[config.mk]
export PLATFORM = sky130hd
export DESIGN_NAME = pcie_tx_arbiter_flat
export DESIGN_NICKNAME = d
export VERILOG_FILES = /design/src/rtl/pcie_tx_arbiter_pkg.sv /design/src/rtl/pcie_tx_arbiter_if.sv /design/src/rtl/pcie_tx_arbiter_stat_cnt32.sv /design/src/rtl/pcie_tx_arbiter.sv /design/src/flat_wrapper.sv
export SDC_FILE = /design/constraint.sdc
export NUM_CORES = 1
export LEC_CHECK = 0
export BUFFER_PORTS_ARGS = -buffer_cell sky130_fd_sc_hd__clkbuf_2
export CAP_MARGIN = 20
export CORE_MARGIN = 2
export CORE_UTILIZATION = 35
export CTS_CLUSTER_SIZE = 8
export DETAILED_ROUTE_END_ITERATION = 8
export GPL_TIMING_DRIVEN = 0
export PLACE_DENSITY = 0.79
export SETUP_SLACK_MARGIN = 0.3
export SYNTH_ARGS = -nofsm -noshare
export SYNTH_HDL_FRONTEND = slang
export SYNTH_SLANG_ARGS = --single-unit
[constraint.sdc]
create_clock -name pcie_clk -period 2.3 [get_ports pcie_clk]
set_input_delay 0.46 -clock pcie_clk [delete_from_list [all_inputs] [get_ports pcie_clk]]
set_output_delay 0.46 -clock pcie_clk [all_outputs]
set_load 0.005 [all_outputs]
[src/rtl/pcie_tx_arbiter_pkg.sv]
// rtl/pcie_tx_arbiter_pkg.sv - shared types for the PCIe TX TLP arbiter
package pcie_tx_arb_pkg;

    typedef enum logic [1:0] {
        IDLE,
        XFER_PIO,
        XFER_INJ
    } arb_state_t;

    localparam int SRC_PIO = 0;
    localparam int SRC_INJ = 1;

endpackage

[src/rtl/pcie_tx_arbiter_if.sv]
// rtl/pcie_tx_arbiter_if.sv - TLP stream bundle between sources, arbiter and PCIe core
interface pcie_tx_arbiter_if #(
    parameter int C_DATA_WIDTH = 64,
    parameter int KEEP_WIDTH   = C_DATA_WIDTH / 8
);
    logic                    tvalid;
    logic                    tready;
    logic                    tlast;
    logic [KEEP_WIDTH-1:0]   tkeep;
    logic [C_DATA_WIDTH-1:0] tdata;
    logic [3:0]              tuser;

    modport master (output tvalid, tlast, tkeep, tdata, tuser, input tready);
    modport slave  (input tvalid, tlast, tkeep, tdata, tuser, output tready);
endinterface

[src/rtl/pcie_tx_arbiter_stat_cnt32.sv]
// rtl/pcie_tx_arbiter_stat_cnt32.sv - 32-bit wrapping event counter for debug registers
module stat_cnt32 (
    input  logic        clk,
    input  logic        rst_n,
    input  logic        en,
    output logic [31:0] cnt
);

    always_ff @(posedge clk or negedge rst_n) begin
        if (!rst_n) begin
            cnt <= '0;
        end else if (en) begin
            cnt <= cnt + 32'd1;
        end
    end

endmodule

[src/rtl/pcie_tx_arbiter.sv]
// rtl/pcie_tx_arbiter.sv - round-robin TLP arbiter merging PIO and injection streams onto the core TX
module pcie_tx_arbiter
    import pcie_tx_arb_pkg::*;
#(
    parameter int         C_DATA_WIDTH = 64,
    parameter int         KEEP_WIDTH   = C_DATA_WIDTH / 8,
    parameter logic [5:0] MIN_BUF_AV   = 6'd2
) (
    input  logic                  pcie_clk,
    input  logic                  pcie_rst_n,
    input  logic                  pcie_tx_req,
    output logic                  pcie_tx_ack,
    pcie_tx_arbiter_if.slave      pcie_tx,
    pcie_tx_arbiter_if.slave      pcie_tx1,
    pcie_tx_arbiter_if.master     s_axis_tx,
    input  logic [5:0]            tx_buf_av,
    output logic [31:0]           cnt_pio,
    output logic [31:0]           cnt_inj,
    output logic [31:0]           cnt_stall
);

    arb_state_t              state;
    logic                    prio;
    logic [1:0]              req;
    logic                    buf_ok;
    logic                    pick_inj;
    logic                    tlp_done;

    logic                    mux_tvalid;
    logic                    mux_tlast;
    logic [KEEP_WIDTH-1:0]   mux_tkeep;
    logic [C_DATA_WIDTH-1:0] mux_tdata;
    logic [3:0]              mux_tuser;
    logic                    pio_tready;
    logic                    inj_tready;

    assign req[SRC_PIO] = pcie_tx_req;
    assign req[SRC_INJ] = pcie_tx1.tvalid;
    assign buf_ok       = (tx_buf_av >= MIN_BUF_AV);
    // Injection wins when alone, or when both pend and prio points at it.
    assign pick_inj     = req[SRC_INJ] & (~req[SRC_PIO] | prio);

    // Zero-latency data path; the idle state presents an empty bus.
    always_comb begin
        mux_tvalid = 1'b0;
        mux_tlast  = 1'b0;
        mux_tkeep  = '0;
        mux_tdata  = '0;
        mux_tuser  = '0;
        pio_tready = 1'b0;
        inj_tready = 1'b0;
        case (state)
            XFER_PIO: begin
                mux_tvalid = pcie_tx.tvalid;
                mux_tlast  = pcie_tx.tlast;
                mux_tkeep  = pcie_tx.tkeep;
                mux_tdata  = pcie_tx.tdata;
                mux_tuser  = pcie_tx.tuser;
                pio_tready = s_axis_tx.tready;
            end
            XFER_INJ: begin
                mux_tvalid = pcie_tx1.tvalid;
                mux_tlast  = pcie_tx1.tlast;
                mux_tkeep  = pcie_tx1.tkeep;
                mux_tdata  = pcie_tx1.tdata;
                mux_tuser  = pcie_tx1.tuser;
                inj_tready = s_axis_tx.tready;
            end
            default: ;
        endcase
    end

    assign s_axis_tx.tvalid = mux_tvalid;
    assign s_axis_tx.tlast  = mux_tlast;
    assign s_axis_tx.tkeep  = mux_tkeep;
    assign s_axis_tx.tdata  = mux_tdata;
    assign s_axis_tx.tuser  = mux_tuser;
    assign pcie_tx.tready   = pio_tready;
    assign pcie_tx1.tready  = inj_tready;

    assign tlp_done = mux_tvalid & s_axis_tx.tready & mux_tlast;

    always_ff @(posedge pcie_clk or negedge pcie_rst_n) begin
        if (!pcie_rst_n) begin
            state       <= IDLE;
            prio        <= 1'b0;
            pcie_tx_ack <= 1'b0;
        end else begin
            case (state)
                IDLE: begin
                    // Buffer level only gates new grants; a TLP in flight always finishes.
                    if ((|req) && buf_ok) begin
                        if (pick_inj) begin
                            state <= XFER_INJ;
                        end else begin
                            state       <= XFER_PIO;
                            pcie_tx_ack <= 1'b1;
                        end
                    end
                end
                XFER_PIO: begin
                    if (tlp_done) begin
                        state       <= IDLE;
                        pcie_tx_ack <= 1'b0;
                        prio        <= 1'b1;
                    end
                end
                XFER_INJ: begin
                    if (tlp_done) begin
                        state <= IDLE;
                        prio  <= 1'b0;
                    end
                end
                default: begin
                    state       <= IDLE;
                    pcie_tx_ack <= 1'b0;
                end
            endcase
        end
    end

    stat_cnt32 u_cnt_pio (
        .clk   (pcie_clk),
        .rst_n (pcie_rst_n),
        .en    ((state == XFER_PIO) && tlp_done),
        .cnt   (cnt_pio)
    );

    stat_cnt32 u_cnt_inj (
        .clk   (pcie_clk),
        .rst_n (pcie_rst_n),
        .en    ((state == XFER_INJ) && tlp_done),
        .cnt   (cnt_inj)
    );

    stat_cnt32 u_cnt_stall (
        .clk   (pcie_clk),
        .rst_n (pcie_rst_n),
        .en    ((state == IDLE) && (|req) && !buf_ok),
        .cnt   (cnt_stall)
    );

endmodule
[src/flat_wrapper.sv]
// flat-port wrapper written by rule: the top's interface ports become plain ports
module pcie_tx_arbiter_flat import pcie_tx_arb_pkg::*;
#(
    parameter int         C_DATA_WIDTH = 64,
    parameter int         KEEP_WIDTH   = C_DATA_WIDTH / 8,
    parameter logic [5:0] MIN_BUF_AV   = 6'd2
)
  (pcie_clk, pcie_rst_n, pcie_tx_req, pcie_tx_ack, tx_buf_av, cnt_pio, cnt_inj, cnt_stall, pcie_tx_tvalid, pcie_tx_tlast, pcie_tx_tkeep, pcie_tx_tdata, pcie_tx_tuser, pcie_tx_tready, pcie_tx1_tvalid, pcie_tx1_tlast, pcie_tx1_tkeep, pcie_tx1_tdata, pcie_tx1_tuser, pcie_tx1_tready, s_axis_tx_tvalid, s_axis_tx_tlast, s_axis_tx_tkeep, s_axis_tx_tdata, s_axis_tx_tuser, s_axis_tx_tready);
  pcie_tx_arbiter_if #(.C_DATA_WIDTH(C_DATA_WIDTH), .KEEP_WIDTH(KEEP_WIDTH)) pcie_tx_i ();
  pcie_tx_arbiter_if #(.C_DATA_WIDTH(C_DATA_WIDTH), .KEEP_WIDTH(KEEP_WIDTH)) pcie_tx1_i ();
  pcie_tx_arbiter_if #(.C_DATA_WIDTH(C_DATA_WIDTH), .KEEP_WIDTH(KEEP_WIDTH)) s_axis_tx_i ();
  input  logic pcie_clk;
  input  logic pcie_rst_n;
  input  logic pcie_tx_req;
  output logic pcie_tx_ack;
  input  logic [5:0] tx_buf_av;
  output logic [31:0] cnt_pio;
  output logic [31:0] cnt_inj;
  output logic [31:0] cnt_stall;
  input wire logic [$bits(pcie_tx_i.tvalid)-1:0] pcie_tx_tvalid;
  input wire logic [$bits(pcie_tx_i.tlast)-1:0] pcie_tx_tlast;
  input wire logic [$bits(pcie_tx_i.tkeep)-1:0] pcie_tx_tkeep;
  input wire logic [$bits(pcie_tx_i.tdata)-1:0] pcie_tx_tdata;
  input wire logic [$bits(pcie_tx_i.tuser)-1:0] pcie_tx_tuser;
  output wire logic [$bits(pcie_tx_i.tready)-1:0] pcie_tx_tready;
  input wire logic [$bits(pcie_tx1_i.tvalid)-1:0] pcie_tx1_tvalid;
  input wire logic [$bits(pcie_tx1_i.tlast)-1:0] pcie_tx1_tlast;
  input wire logic [$bits(pcie_tx1_i.tkeep)-1:0] pcie_tx1_tkeep;
  input wire logic [$bits(pcie_tx1_i.tdata)-1:0] pcie_tx1_tdata;
  input wire logic [$bits(pcie_tx1_i.tuser)-1:0] pcie_tx1_tuser;
  output wire logic [$bits(pcie_tx1_i.tready)-1:0] pcie_tx1_tready;
  output wire logic [$bits(s_axis_tx_i.tvalid)-1:0] s_axis_tx_tvalid;
  output wire logic [$bits(s_axis_tx_i.tlast)-1:0] s_axis_tx_tlast;
  output wire logic [$bits(s_axis_tx_i.tkeep)-1:0] s_axis_tx_tkeep;
  output wire logic [$bits(s_axis_tx_i.tdata)-1:0] s_axis_tx_tdata;
  output wire logic [$bits(s_axis_tx_i.tuser)-1:0] s_axis_tx_tuser;
  input wire logic [$bits(s_axis_tx_i.tready)-1:0] s_axis_tx_tready;
  assign pcie_tx_i.tvalid = pcie_tx_tvalid;
  assign pcie_tx_i.tlast = pcie_tx_tlast;
  assign pcie_tx_i.tkeep = pcie_tx_tkeep;
  assign pcie_tx_i.tdata = pcie_tx_tdata;
  assign pcie_tx_i.tuser = pcie_tx_tuser;
  assign pcie_tx_tready = pcie_tx_i.tready;
  assign pcie_tx1_i.tvalid = pcie_tx1_tvalid;
  assign pcie_tx1_i.tlast = pcie_tx1_tlast;
  assign pcie_tx1_i.tkeep = pcie_tx1_tkeep;
  assign pcie_tx1_i.tdata = pcie_tx1_tdata;
  assign pcie_tx1_i.tuser = pcie_tx1_tuser;
  assign pcie_tx1_tready = pcie_tx1_i.tready;
  assign s_axis_tx_tvalid = s_axis_tx_i.tvalid;
  assign s_axis_tx_tlast = s_axis_tx_i.tlast;
  assign s_axis_tx_tkeep = s_axis_tx_i.tkeep;
  assign s_axis_tx_tdata = s_axis_tx_i.tdata;
  assign s_axis_tx_tuser = s_axis_tx_i.tuser;
  assign s_axis_tx_i.tready = s_axis_tx_tready;
  pcie_tx_arbiter #(.C_DATA_WIDTH(C_DATA_WIDTH), .KEEP_WIDTH(KEEP_WIDTH), .MIN_BUF_AV(MIN_BUF_AV)) u_core (.pcie_clk(pcie_clk), .pcie_rst_n(pcie_rst_n), .pcie_tx_req(pcie_tx_req), .pcie_tx_ack(pcie_tx_ack), .pcie_tx(pcie_tx_i), .pcie_tx1(pcie_tx1_i), .s_axis_tx(s_axis_tx_i), .tx_buf_av(tx_buf_av), .cnt_pio(cnt_pio), .cnt_inj(cnt_inj), .cnt_stall(cnt_stall));
endmodule
==> implementation parameters <==
Parameter                              Value

Routing
  Remaining design rule violation count ... 0
  Vias per Instance ... 5.28
  Routed length per instance ... 20.6 µm
  Via count ... 6428
  Detailed router's first-iteration violation count ... 290
  Wirelength, routed ... 25100 µm
  Total iterations of the first detailed-routing run ... 4
  ANT nets after route ... 0

CTS
  H-Tree Level Count ... 3
  Clock slew at reported path FFs ... 0.07 ns
  Number of clock buffers inserted by TritonCTS ... 9
  Clock Latency Late Sink ... 0.34 ns
  Hold_buf cts ... 0
  Buffers from clock root to sink, at most ... 2
  CTS sink count ... 100
  Cell at the root of the clock tree ... sky130_fd_sc_hd__clkbuf_16
  TritonCTS clock tree ... done

Place
  Number of input and output port buffers inserted ... 341
  Final RePlAce weighted congestion ... 0.925
  HPWL after detailed placement ... 17700 µm
  Placed Cells ... 1153

Die
  Placeable core region ... 0.0160 mm²
  IO Pins ... 343
  Starting density of the core ... 0.361
  Number of core rows ... 46
  Y dimension of the die ... 133 µm
  Die X-Extent ... 133 µm
  Total die area ... 0.0176 mm²

GRT
  Number of global-route vias before repair ... 6312
  Global-route wire length before repair ... 35700 µm
  Initial antenna violation count ... 1
  Largest net degree at the start of global routing ... 59
  GRT Util Overall ... 0.260
  Remaining global-route overflow ... 0

Synthesis
  Main flop type after synthesis ... sky130_fd_sc_hd__dfrtp_1
  Total of flip-flops plus latches after synthesis ... 100
  Yosys cell types ... 36
  Fraction of synthesis flops using an asynchronous set or reset pin ... 1.00
  Synth Instances ... 595
  Mean area per synthesized cell ... 9.71 µm²
  Mapped Nets ... 767
  Sequential area share after synthesis ... 0.433
  Ys Warns ... 0
  Area of the mapped netlist ... 0.00578 mm²
  Post-synth EDFFs ... 0

Setup path
  CP startpoint kind ... flip-flop
  CP endpoint kind ... primary output
  Library cell contributing the largest single delay on the critical path ... sky130_fd_sc_hd__dfrtp_1
  Critical register-to-register path startpoint ... u_core.state[0]
  Critical path class ... flip-flop to primary output
  Total number of cells along the worst setup path ... 7
  Most used cell along the critical path ... sky130_fd_sc_hd__clkbuf_16
  Worst reg2reg path depth ... 8
  Delay contributed by the slowest stage of the critical path ... 0.45 ns
  Bufs and invs on worst path ... 4
  Data required time of the critical path ... 1.84 ns
  Peak fanout along the critical path ... 10
  Crit path DAT ... 1.86 ns
  Worst path top cell family by delay ... buffers and inverters
  Setup slack of the most critical reg-to-reg path ... 0.04 ns
  Endpoint of the lowest-slack register-to-register path ... u_core.u_cnt_inj.cnt[23]
  Cells along the critical path ... ha_4, clkbuf_16, buf_12, clkbuf_16, a22oi_1, nor2b_1, buf_2

Timing
  Unrepaired setup endpoints after global routing ... true
  Slack of the critical path ... -0.0212 ns
  Crit path time final ... 2.32 ns
  Headroom to the max-slew limit ... 0.584
  Worst hold slack after final layout ... 0.165 ns
  Final Max Slew Viols ... 0
  Slew of the pin with the lowest slew margin ... 0.619 ns
  Final clock period utilization by the worst path ... 1.01
  Fmax ... 431 MHz
  Summed negative setup slack over all endpoints ... -0.0696 ns
  Final hold violation count ... 0
  Clock skew after layout ... 0.00871 ns
  # setup viols final ... 7

Status
  Outcome ... finished, violations left
  Violated checks ... setup timing

Layout
  Area grow syn2layout ... 74.5%
  Final nets ... 1167
  Post-Layout Cell Count ... 1217
  Share of final-layout standard cells stronger than drive strength 1 ... 0.600
  Final Util ... 0.630
  Commonest cells after routing, fill and taps aside ... 288 x sky130_fd_sc_hd__clkbuf_2, 100 x sky130_fd_sc_hd__dfrtp_1, 65 x sky130_fd_sc_hd__a22oi_2
  Most frequent standard cell in the layout excluding fill and tap cells ... sky130_fd_sc_hd__clkbuf_2

Min path
  Path type of the worst min-delay path ... input port to async pin

Pwr
  Leak Pwr ... 5.11 nW
  Maximum resistive drop on vdd ... 0.532 mV
  Power per unit of standard cell area ... 805 mW/mm²
  Total design power ... 8.12 mW

Job
  Number of max-cap violations ... 0
==> worst max-delay path by stage <==
stage | start | slack [ns] | endpoint
floorplan | tx_buf_av[4] | 0.26 | u_core.u_cnt_stall.cnt[29]
global placement | u_core.state[1] | -0.56 | s_axis_tx_tdata[36]
detailed placement | u_core.state[1] | -0.64 | s_axis_tx_tdata[36]
CTS | u_core.state[1] | 0.03 | s_axis_tx_tdata[42]
global route | u_core.state[0] | -0.09 | s_axis_tx_tdata[6]
finish | u_core.state[0] | -0.02 | s_axis_tx_tdata[49]
==> stage by stage <==
step | setup WS (ns) | area (µm²)
final | -0.0212 | 10100
after global routing | -0.0889 | 10100
after CTS | 0.0288 | 9330
after detailed placement | -0.638 | 7800
after global placement | -0.563 | 7770
after floorplan | 0.259 | 5790
==> synth_stat cells, types with 5 or more instances <==
cell	instances	area share
sky130_fd_sc_hd__nand3_1	34	0.029
sky130_fd_sc_hd__xnor2_1	55	0.083
sky130_fd_sc_hd__nor2b_1	77	0.083
sky130_fd_sc_hd__dfrtp_1	100	0.43
sky130_fd_sc_hd__nor2_1	28	0.018
sky130_fd_sc_hd__inv_1	10	0.0065
sky130_fd_sc_hd__ha_1	6	0.013
sky130_fd_sc_hd__nand2_1	38	0.025
sky130_fd_sc_hd__nor3_1	11	0.0095
sky130_fd_sc_hd__nor4_1	5	0.0054
sky130_fd_sc_hd__nand4_1	25	0.027
sky130_fd_sc_hd__and3_1	12	0.013
sky130_fd_sc_hd__a22oi_1	76	0.099
sky130_fd_sc_hd__and2_1	5	0.0054
sky130_fd_sc_hd__and4_1	16	0.024
sky130_fd_sc_hd__xor2_1	38	0.058
sky130_fd_sc_hd__clkbuf_1	25	0.016
==> flip-flops by register name (all words and copies together), names as in the netlist <==
| register | cells |
|---|---|
| u_core.prio | 1 |
| u_core.u_cnt_pio.cnt | 32 |
| u_core.pcie_tx_ack | 1 |
| u_core.u_cnt_inj.cnt | 32 |
| u_core.u_cnt_stall.cnt | 32 |
| u_core.state | 2 |
==> timing repair <==
action / 4_1_cts / 5_1_grt
pin swaps: 40 / 33
cloned: 3 / 8
resized for setup: 230 / 180
buffers inserted: 22 / 14
endpoints found under the setup margin: 152 / 148
==> power by group <==
part	switching [mW]	total, mW	leakage [nW]	internal, mW
Sequential	0.0729	1.89	1.37	1.82
Combinational	2.09	4.64	3.59	2.55
Clock	0.675	1.59	0.149	0.911
==> routing by layer <==
metal / share of wire / GRT usage / vias up
met5: 0 / 0 / -
met4: 0.019 / 0.0520 / 0
met3: 0.071 / 0.0609 / 40
met2: 0.49 / 0.427 / 323
met1: 0.42 / 0.352 / 3138
li1: - / - / 2927
==> kinds of logic (layout without fill, tap and decap cells) <==
logic type,count (synthesis),in the layout,synth area share
buf+inv,39,444,0.0258
flops,100,100,0.433
xor+xnor,93,93,0.141
fa+ha+maj,6,6,0.0130
mux,3,3,0.00585
simple gates,265,265,0.268
other cells,0,1,0
compound gates,89,89,0.113
==> layout make-up <==
type / count / area [µm²]
fillers: 1297 / 5920
plain buffers: 29 / 552
repair buffers: 389 / 2290
multi-input cells: 456 / 4110
diodes: 1 / 2.50
clock inverters: 4 / 55.1
flip-flops and latches: 100 / 2500
clock buffers: 12 / 256
inverters: 10 / 37.5
well taps: 216 / 270
(Power assumes the default switching activity.)
